### config.mk
export PLATFORM = sky130hd
export DESIGN_NAME = gumnut_data_arbiter
export DESIGN_NICKNAME = d
export VERILOG_FILES = /design/src/rtl/gumnut_data_arbiter.sv
export SDC_FILE = /design/constraint.sdc
export NUM_CORES = 1
export LEC_CHECK = 0
export CORE_UTILIZATION = 26
export DETAILED_ROUTE_END_ITERATION = 10
export GPL_TIMING_DRIVEN = 1
export PLACE_DENSITY = 0.95
export SLEW_MARGIN = 25
export SYNTH_ARGS = -nofsm -noshare
export SYNTH_HDL_FRONTEND = slang
export SYNTH_SLANG_ARGS = --single-unit
### constraint.sdc
create_clock -name clk_i -period 2.1 [get_ports clk_i]
set_input_delay 0.315 -clock clk_i [delete_from_list [all_inputs] [get_ports clk_i]]
set_output_delay 0.315 -clock clk_i [all_outputs]
set_load 0.02 [all_outputs]
### src/rtl/gumnut_data_arbiter.sv
// gumnut_data_arbiter: round-robin arbiter that lets two Wishbone-classic
// masters share one 8-bit data memory slave. A grant is held for the full
// length of the master's cyc, so locked multi-beat sequences are not split.
// Optional build macro ARB_TIMEOUT_EN adds a stalled-strobe watchdog with
// per-master error pulses (m0_err_o/m1_err_o) and a re-request lockout.
module gumnut_data_arbiter #(
    parameter int ADDR_W  = 8,
    parameter int DATA_W  = 8,
    parameter int TIMEOUT = 16
) (
    input  logic              clk_i,
    input  logic              rst_i,
    input  logic              m0_cyc_i,
    input  logic              m0_stb_i,
    input  logic              m0_we_i,
    input  logic [ADDR_W-1:0] m0_adr_i,
    input  logic [DATA_W-1:0] m0_dat_i,
    output logic [DATA_W-1:0] m0_dat_o,
    output logic              m0_ack_o,
    input  logic              m1_cyc_i,
    input  logic              m1_stb_i,
    input  logic              m1_we_i,
    input  logic [ADDR_W-1:0] m1_adr_i,
    input  logic [DATA_W-1:0] m1_dat_i,
    output logic [DATA_W-1:0] m1_dat_o,
    output logic              m1_ack_o,
    output logic              s_cyc_o,
    output logic              s_stb_o,
    output logic              s_we_o,
    output logic [ADDR_W-1:0] s_adr_o,
    output logic [DATA_W-1:0] s_dat_o,
    input  logic [DATA_W-1:0] s_dat_i,
    input  logic              s_ack_i,
`ifdef ARB_TIMEOUT_EN
    output logic              m0_err_o,
    output logic              m1_err_o,
`endif
    output logic [1:0]        grant_o
);

    // State encoding doubles as the one-hot grant vector.
    typedef enum logic [1:0] {
        IDLE = 2'b00,
        GNT0 = 2'b01,
        GNT1 = 2'b10
    } state_t;

    state_t r_state, w_state_nxt;
    logic   r_ptr, w_ptr_nxt;       // 0: m0 wins a tie, 1: m1 wins a tie
    logic   w_req0, w_req1;         // requests eligible for arbitration
    logic   w_timeout;              // granted master has stalled too long

`ifdef ARB_TIMEOUT_EN
    localparam logic [7:0] STALL_LIM = 8'(TIMEOUT - 1);

    logic [7:0] r_stall;
    logic       r_blk0, r_blk1;     // master locked out after its timeout
    logic       r_err0, r_err1;
    logic       w_stalled;

    assign w_stalled = ((r_state == GNT0 && m0_stb_i) ||
                        (r_state == GNT1 && m1_stb_i)) && !s_ack_i;
    assign w_timeout = w_stalled && (r_stall == STALL_LIM);
    assign w_req0    = m0_cyc_i && !r_blk0;
    assign w_req1    = m1_cyc_i && !r_blk1;
    assign m0_err_o  = r_err0;
    assign m1_err_o  = r_err1;

    // Stall counter: restarts on every new grant and every slave ack.
    always_ff @(posedge clk_i or posedge rst_i) begin
        if (rst_i)
            r_stall <= '0;
        else if (r_state == IDLE || s_ack_i || w_timeout)
            r_stall <= '0;
        else if (w_stalled)
            r_stall <= r_stall + 8'd1;
    end

    // Lockout and one-cycle error pulse for the master that timed out.
    always_ff @(posedge clk_i or posedge rst_i) begin
        if (rst_i) begin
            r_blk0 <= 1'b0;
            r_blk1 <= 1'b0;
            r_err0 <= 1'b0;
            r_err1 <= 1'b0;
        end else begin
            r_err0 <= w_timeout && (r_state == GNT0);
            r_err1 <= w_timeout && (r_state == GNT1);
            if (w_timeout && r_state == GNT0)
                r_blk0 <= 1'b1;
            else if (!m0_cyc_i)
                r_blk0 <= 1'b0;
            if (w_timeout && r_state == GNT1)
                r_blk1 <= 1'b1;
            else if (!m1_cyc_i)
                r_blk1 <= 1'b0;
        end
    end
`else
    assign w_timeout = 1'b0;
    assign w_req0    = m0_cyc_i;
    assign w_req1    = m1_cyc_i;
`endif

    // State and round-robin pointer registers; reset favours m0.
    always_ff @(posedge clk_i or posedge rst_i) begin
        if (rst_i) begin
            r_state <= IDLE;
            r_ptr   <= 1'b0;
        end else begin
            r_state <= w_state_nxt;
            r_ptr   <= w_ptr_nxt;
        end
    end

    // Next-state: arbitrate only from IDLE, release points to the other master.
    always_comb begin
        w_state_nxt = r_state;
        w_ptr_nxt   = r_ptr;
        case (r_state)
            IDLE: begin
                if (w_req0 && (!w_req1 || !r_ptr))
                    w_state_nxt = GNT0;
                else if (w_req1)
                    w_state_nxt = GNT1;
            end
            GNT0: begin
                if (!m0_cyc_i || w_timeout) begin
                    w_state_nxt = IDLE;
                    w_ptr_nxt   = 1'b1;
                end
            end
            GNT1: begin
                if (!m1_cyc_i || w_timeout) begin
                    w_state_nxt = IDLE;
                    w_ptr_nxt   = 1'b0;
                end
            end
            default: begin
                w_state_nxt = IDLE;
            end
        endcase
    end

    assign grant_o = r_state;

    // Combinational bus routing; everything idles at zero when not granted.
    always_comb begin
        s_cyc_o  = 1'b0;
        s_stb_o  = 1'b0;
        s_we_o   = 1'b0;
        s_adr_o  = '0;
        s_dat_o  = '0;
        m0_ack_o = 1'b0;
        m0_dat_o = '0;
        m1_ack_o = 1'b0;
        m1_dat_o = '0;
        case (r_state)
            GNT0: begin
                s_cyc_o  = m0_cyc_i;
                s_stb_o  = m0_stb_i;
                s_we_o   = m0_we_i;
                s_adr_o  = m0_adr_i;
                s_dat_o  = m0_dat_i;
                m0_ack_o = s_ack_i;
                m0_dat_o = s_dat_i;
            end
            GNT1: begin
                s_cyc_o  = m1_cyc_i;
                s_stb_o  = m1_stb_i;
                s_we_o   = m1_we_i;
                s_adr_o  = m1_adr_i;
                s_dat_o  = m1_dat_i;
                m1_ack_o = s_ack_i;
                m1_dat_o = s_dat_i;
            end
            default: ;
        endcase
    end

endmodule

======== Word level (Yosys, flattened, before mapping) ========
Index checks and enable logic that the tools add are counted.
Widths: inputs -> output; s select.
storage, ports and cells
  bits of input ports ..................... 49
  output and inout bits ................... 39
  register bits after elaboration ......... 3
cells by class
  multiplexer cells ....................... 17
  reductions and logical operators ........ 8
  eq/ne operators ......................... 5
operator list
  operator            number
  $pmux 8 s2          2
  $mux 8              2
  $mux 2              4
  $pmux 1 s2          4
  $pmux 2 s3          1
  $reduce_and 3->1    2
  $mux 1              4
  $ne 2x2->1 const B  2
  $ne 3x3->1 const B  1
  $eq 2x1->1 const B  1
  $eq 2x2->1 const B  1
  $logic_not 1->1     2
  $logic_not 2->1     1
  $reduce_bool 2->1   1
  $logic_and 1x1->1   1
  $logic_or 1x1->1    1

======== Depth between registers and ports, before layout ========
  word-level depth ........................ 5
  mapped depth ............................ 6
  gate-level depth less buffers ........... 5

======== Worst setup path before layout ========
Ideal clock, no wire load.
  path kind ............................... register to output
  start ................................... register r_state[0] (netlist: grant_o[0])
  end ..................................... output port s_adr_o[5]
  stages on the path, launching flop included .. 5
  path buffers ............................ 1
  arrival ................................. 1498 ps
  setup slack ............................. 287 ps
  required time ........................... 1785 ps
  cell sequence ........................... dfrtp_1 inv_1 ha_1 clkbuf_1 nor2b_1
on the way
  cells in the longest elaborated chain, start to end .. 2
ends and longest elaborated chain
  element                                   line  RTL
  start, declared                           48    state_t r_state, w_state_nxt;
  start signal, assigned                    111   r_state <= w_state_nxt;
  $eq 2x2->1 or $eq 2x1->1 (tied branches)  158   case (r_state)
  $pmux 8 s2 (*)                            158
  end, declared                             30    output logic [ADDR_W-1:0] s_adr_o,
Every way passes the cells marked *; elsewhere a longest branch is shown, timed or not.

======== Worst setup path in the final report ========
  start ................................... register r_state[1] (netlist: grant_o[1])
  end ..................................... output port s_dat_o[0]
on the way
  cells in the longest elaborated chain, start to end .. 2
ends and longest elaborated chain
  element                                   line  RTL
  $eq 2x2->1 or $eq 2x1->1 (tied branches)  158
  $pmux 8 s2 (*)                            158
  end, declared                             31    output logic [DATA_W-1:0] s_dat_o,
Marked as above.

==> impl_metrics.json <==
{
  "initial_core_util_pct": 28.1,
  "crit_required_ps": 1780,
  "arrival_ps": 1680,
  "synthesis.area_um2": 641,
  "clk_pin_slew_ps": 30,
  "crit_path_top_delay_cell": "dfrtp_1",
  "clock-root-buffer": "clkbuf_4",
  "cellPowerDensity_nw_per_um2": 1010,
  "numPlacedInstances": 195,
  "die_area_um2": 2670,
  "synth-xor-area-share_pct": 0,
  "nets": 228,
  "cts_tree": "yes",
  "fin_util_pct": 68.4,
  "grt.overflow.total": 0,
  "crit_cells": 6,
  "gp_congestion": 0.734,
  "crit_type": "flop to output pin",
  "routed_wl_um": 2740,
  "critPathTopFamily": "buffers and inverters",
  "drive_above_1_share_pct": 10.3,
  "first_pass_iters": 4,
  "grt_pass1_wl_um": 4000,
  "cap_violations": 0,
  "antenna_found_initial": 0,
  "ir_drop_uv": 811,
  "synth_cell_types": 19,
  "ant_nets": 0,
  "critPathMaxFanout": 18,
  "io_buffers": 87,
  "rr_worst_depth": 7,
  "synth_compound_area_share_pct": 32.4,
  "cts_buffers": 3,
  "grt_max_degree": 20,
  "hold_viol": 0,
  "crit_path_max_incr_delay_ps": 390,
  "synthesis.nets": 134,
  "min_period_ps": 2000,
  "final_cells": 203,
  "rows": 17,
  "yosys_register_bits": 3,
  "muxShareOfSynthArea_pct": 0,
  "critPathLaunchType": "flop",
  "synth-simple-area-share_pct": 36.3,
  "period_share_pct": 95.1,
  "die_h_um": 51.6,
  "hold_buffers": 0,
  "drv_slew": 0,
  "setup-violations-final": 0,
  "final.fill_count": 201,
  "max_slew_margin_pct": 83.6,
  "clk_latency_ps": 230,
  "syn_avg_cell_area_um2": 7.81,
  "cts_max_path_buffers": 2,
  "cts.htree.levels": 1,
  "path_cells": "inv_1, ha_2, buf_12, a22oi_1, nor2b_1, dlygate4sd2_1",
  "path_buf_inv": 3,
  "ioPinCount": 88,
  "p_leak_nw": 0.789,
  "grt.total_usage_pct": 20.0,
  "hold_class": "input pin to asynchronous set/reset pin",
  "vias_per_cell": 4.66,
  "dp_hpwl_um": 2220,
  "die_w_um": 51.6,
  "final.setup_skew_ps": 0.751,
  "synth_top_family_by_area": "simple AND/OR/NAND/NOR gates",
  "route.detailed.drc": 0,
  "ys_seq_area_share_pct": 11.7,
  "fmaxAchievable_mhz": 501,
  "routedWlPerCell_um": 13.5,
  "postSynthCellCount": 82,
  "drt_iter0_markers": 7,
  "status": "completed",
  "clock-sinks": 3,
  "synthToLayoutAreaGrowth_pct": 143,
  "num_vias": 945,
  "ys_warn_count": 0,
  "diodes": 0,
  "synthAdderAreaFrac_pct": 5.86,
  "worst_pin_slew_ps": 246,
  "core_um2": 2280,
  "endpoint_kind": "output pin",
  "grt_pass1_vias": 899
}
-- sequential cells by signal, summed over array words and instances (netlist names) --
| name | count |
|---|---|
| r_ptr | 1 |
| grant_o | 2 |
-- cell usage after synthesis --
cell | instances | area [um^2]
a21boi_0 | 1 | 7.51
a21oi_1 | 3 | 15.0
a22oi_1 | 18 | 135
a22oi_4 | 1 | 21.3
a32o_1 | 1 | 10.0
and2_1 | 18 | 113
and2b_1 | 1 | 7.51
buf_2 | 1 | 5.00
buf_4 | 1 | 7.51
buf_6 | 2 | 22.5
buf_8 | 2 | 30.0
clkbuf_1 | 1 | 3.75
dfrtp_1 | 3 | 75.1
ha_1 | 3 | 37.5
inv_1 | 5 | 18.8
nor2b_1 | 18 | 113
o2111ai_1 | 1 | 8.76
o21ai_0 | 1 | 5.00
o21ai_1 | 1 | 5.00
-- final timing paths --
check | from | end | slack, ps
min | rst_i | grant_o[1]$_DFFE_PP0P_ | 260
min in group clk_i | r_ptr$_DFFE_PP0P_ | r_ptr$_DFFE_PP0P_ | 620
max reg2reg | grant_o[0]$_DFFE_PP0P_ | grant_o[1]$_DFFE_PP0P_ | 600
min reg2reg | r_ptr$_DFFE_PP0P_ | r_ptr$_DFFE_PP0P_ | 620
max in group asynchronous | rst_i | r_ptr$_DFFE_PP0P_ | 1710
max | grant_o[1]$_DFFE_PP0P_ | s_dat_o[0] | 100
-- repair_timing --
item,CTS,global route
setup endpoints to repair,37,18
pin swaps,0,1
buffers inserted,1,3
gates resized for setup,35,15
-- worst reg2reg max path: stages, from the launching register on --
cell       delay, ps
dfrtp_1          370
inv_1             70
ha_1             220
buf_4            180
a22oi_4          190
buf_4            150
o2111ai_1        120
o21ai_0          120
-- final cells by class --
| class | count | area [um^2] | area share, % |
|---|---|---|---|
| Sequential cell | 3 | 75.1 | 4.82 |
| Timing Repair Buffer | 96 | 921 | 59.2 |
| Clock buffer | 4 | 26.3 | 1.69 |
| Tap cell | 28 | 35.0 | 2.25 |
| Inverter | 5 | 18.8 | 1.21 |
| Multi-Input combinational cell | 67 | 480 | 30.9 |
-- power breakdown --
part	leakage [nW]	switching, mW	total (mW)	internal [mW]
clock	0.0150	0.0267	0.0977	0.0710
combinational	0.737	0.695	1.37	0.675
sequential	0.0375	0.0233	0.108	0.0845
-- metrics by stage --
| stage | setup slack (ps) | setup TNS (ps) | total power [mW] | hold slack (ps) | cell area (um^2) |
|---|---|---|---|---|---|
| final | 104 | 0 | 1.58 | 259 | 1560 |
| after floorplan | 287 | 0 | 0.937 | 68.6 | 641 |
| after global placement | 5.79 | 0 | 1.51 | 484 | 1540 |
| after detailed placement | -19.0 | -50.2 | 1.55 | 501 | 1540 |
| after global routing | -8.69 | -35.1 | 1.69 | 268 | 1560 |
| after CTS | 0.0547 | 0 | 1.55 | 255 | 1530 |
-- placed cells by master (no fill, tap or decap) --
cell type	Yosys	final
a21boi_0	1	1
a21oi_1	3	3
a22oi_1	18	18
a22oi_4	1	1
a32o_1	1	1
and2_1	18	18
and2b_1	1	1
buf_12	0	2
buf_4	1	6
buf_6	2	1
clkbuf_1	1	1
clkbuf_2	0	4
clkbuf_4	0	3
clkdlybuf4s15_1	0	3
clkdlybuf4s50_1	0	50
dfrtp_1	3	3
dlygate4sd2_1	0	27
dlymetal6s2s_1	0	3
ha_1	3	2
ha_2	0	1
inv_1	5	5
nor2b_1	18	18
o2111ai_1	1	1
o21ai_0	1	1
o21ai_1	1	1
-- cell families (layout without fill, tap and decap cells) --
group | after synthesis | count (layout)
AND/OR/NAND/NOR | 37 | 37
AO/OA/AOI/OAI | 27 | 27
buffers and inverters | 12 | 105
adder cells (fa/ha/maj) | 3 | 3
flip-flops | 3 | 3
-- routing by layer --
layer	share of wire (%)	track usage [%]	wire (um)
met1	37	20.1	1020
met2	57	40.5	1570
met3	5.5	3.80	150
met4	0	5.86	0
met5	0	0	0
Note: power is estimated with default switching activity, not from simulation.
==> RTL edit, RTL diff (same settings) <==
The option `ARB_TIMEOUT_EN` is turned on by a define.
--- a/src/rtl/gumnut_data_arbiter.sv
+++ b/src/rtl/gumnut_data_arbiter.sv
@@ -4,4 +4,6 @@
 // Optional build macro ARB_TIMEOUT_EN adds a stalled-strobe watchdog with
 // per-master error pulses (m0_err_o/m1_err_o) and a re-request lockout.
+`define ARB_TIMEOUT_EN
+
 module gumnut_data_arbiter #(
     parameter int ADDR_W  = 8,
Function (old outputs only; new: m0_err_o and m1_err_o): no difference found for any inputs over 10 cycles, from zero or initial values and one cycle with rst_i high; that may be too few to reach the edited logic, so the function may still have changed.
==> RTL edit against the original RTL <==
  * Via count increased by 47%
  * Count of clock-buffer cells in the layout unchanged
  * Sequential share of layout area increased by 12 points
  * Synthesized cell count increased by 67%
  * Sequential power increased to 3.2 times the old value
  * Largest power group unchanged
  * Setup slack got worse by 55 ps
  * Total power increased by 33%
  * Sequential cell count increased by 12
  * Utilization decreased by 17 points
  * Design area increased by 43%
  * Fmax decreased by 2.7%
  * Routed wire length increased by 38%
  * Synthesized area increased by 82%
==> RTL edit: results (changes against the original RTL) <==
.. list-table::
   :header-rows: 1

   * - Metric
     - Value
   * - Seq/Total Area, Yosys
     - 32.1% (was 11.7%)
   * - Largest net degree at the start of global routing
     - 25 (was 20)
   * - Clock insertion delay at the later pin of the skew report
     - 250 ps (was 230 ps)
   * - VDD IR-drop max
     - 0.000547 V (was 0.000811 V)
   * - Worst Hold Margin
     - 422 ps (was 259 ps)
   * - Total wire length after detailed routing
     - 3790 um (was 2740 um)
   * - Status
     - complete, no violations (unchanged)
   * - Net count after synthesis
     - 190 (was 134)
   * - Drt wl/cell
     - 13.0 um (was 13.5 um)
   * - Post-route fraction of the period consumed by the critical path
     - 97.7% (was 95.1%)
   * - Number of flip-flops under the largest register name
     - 8 (was 2)
   * - Via density per instance
     - 4.77 (was 4.66)
   * - Commonest cells in the netlist
     - sky130_fd_sc_hd__and2_1, sky130_fd_sc_hd__nor2b_1, sky130_fd_sc_hd__a22oi_1 (was sky130_fd_sc_hd__a22oi_1, sky130_fd_sc_hd__and2_1, sky130_fd_sc_hd__nor2b_1)
   * - Cell Area, Placed
     - 2230 um2 (was 1540 um2)
   * - Biggest area contributors in the synthesized netlist
     - sky130_fd_sc_hd__dfrtp_1, sky130_fd_sc_hd__a22oi_1, sky130_fd_sc_hd__and2_1 (was sky130_fd_sc_hd__a22oi_1, sky130_fd_sc_hd__and2_1, sky130_fd_sc_hd__nor2b_1)
   * - Critical path's slowest cell
     - sky130_fd_sc_hd__dfrtp_1 (unchanged)
   * - Cells after DPL
     - 284 (was 195)
   * - First-pass GRT wire length
     - 6340 um (was 4000 um)
   * - Layout cells sized above 1
     - 18.8% (was 10.3%)
   * - Count of buffers from port buffering
     - 89 (was 87)
   * - Static Leak
     - 0.00101 uW (was 0.000789 uW)
   * - Syn_area_per_cell
     - 8.53 um2 (was 7.81 um2)
   * - RD Place Congestion
     - 0.776 (was 0.734)
   * - Flop-to-flop setup slack
     - 90 ps (was 600 ps)
   * - Post-Place Setup Slack
     - -27.7 ps (was -19.0 ps)
   * - Worst rel slew slack
     - 61.6% (was 83.6%)
   * - Violation count after the first detailed-route iteration
     - 43 (was 7)
   * - Final layout net count
     - 293 (was 228)
   * - Global-route usage over all layers
     - 16.1% (was 20.0%)
   * - Hpwl dp
     - 3000 um (was 2220 um)
   * - Count of filler cells inserted in the layout
     - 400 (was 201)
   * - Synth async-reset ratio
     - 100% (unchanged)
   * - Post-CTS setup buffer count
     - 2 (was 1)
   * - Peak fanout along the critical path
     - 17 (was 18)
   * - Number of cells on the worst reg-to-reg path
     - 8 (was 7)
   * - Via count of the first global-routing pass
     - 1409 (was 899)
   * - Arr. time, crit path
     - 1740 ps (was 1680 ps)
   * - Clock transition at the register clock pins on the worst setup and hold paths after CTS
     - 60 ps (was 30 ps)
   * - Count of distinct cell types in the synthesized netlist
     - 27 (was 19)
   * - Root Driver
     - sky130_fd_sc_hd__clkbuf_8 (was sky130_fd_sc_hd__clkbuf_4)
[RTL edit: changes by cell type after synthesis, sizes merged, moves of 3 or more]
cell,change
nor2,+7
buf,-4
a211oi,+3
and2,+3
clkbuf,+6
dfrtp,+12
nand3,+6
a21o,+3
xnor2,+6
[RTL edit: layer usage]
layer,wire (um),part of all wire [%],vias up,global-route usage (%)
met5,0,0,-,0
met4,113,3.0,0,8.62
met1,1560,41,638,18.3
met2,1910,50,57,28.9
li1,-,-,682,-
met3,203,5.4,11,2.19
[RTL edit: cell families (layout without fill, tap and decap cells)]
group	count (synthesis)	in the layout	synth area share [%]
AND/OR/NAND/NOR	59	59	29.4
AO/OA/AOI/OAI	37	37	24.4
buffers and inverters	16	118	5.25
flip-flops	15	15	32.1
XOR/XNOR	6	6	4.50
adder cells (fa/ha/maj)	4	4	4.28
[RTL edit: worst register-to-register path, cell delays in order, from the launching register on]
cell and delay [ps]:
sky130_fd_sc_hd__dfrtp_1 410, sky130_fd_sc_hd__inv_1 120, sky130_fd_sc_hd__ha_1 240, sky130_fd_sc_hd__a22oi_1 110
sky130_fd_sc_hd__buf_4 200, sky130_fd_sc_hd__o41ai_4 450, sky130_fd_sc_hd__buf_4 210, sky130_fd_sc_hd__a31oi_1 90
sky130_fd_sc_hd__a21oi_1 120
[RTL edit: power groups by stage]
stage / clock network, uW / registers, uW / logic (uW)
floorplan: 0 / 366 / 811
finish: 236 / 348 / 1510
CTS: 242 / 345 / 1490
detailed placement: 0 / 352 / 1600
global placement: 0 / 349 / 1580
global route: 251 / 353 / 1640
[RTL edit: layout make-up]
class	count	area, um2	area share [%]
Clock buffer	4	45.0	2.03
Inverter	7	26.3	1.18
Multi-Input combinational cell	106	763	34.3
Sequential cell	15	375	16.9
Tap cell	52	65.1	2.93
Timing Repair Buffer	107	947	42.6
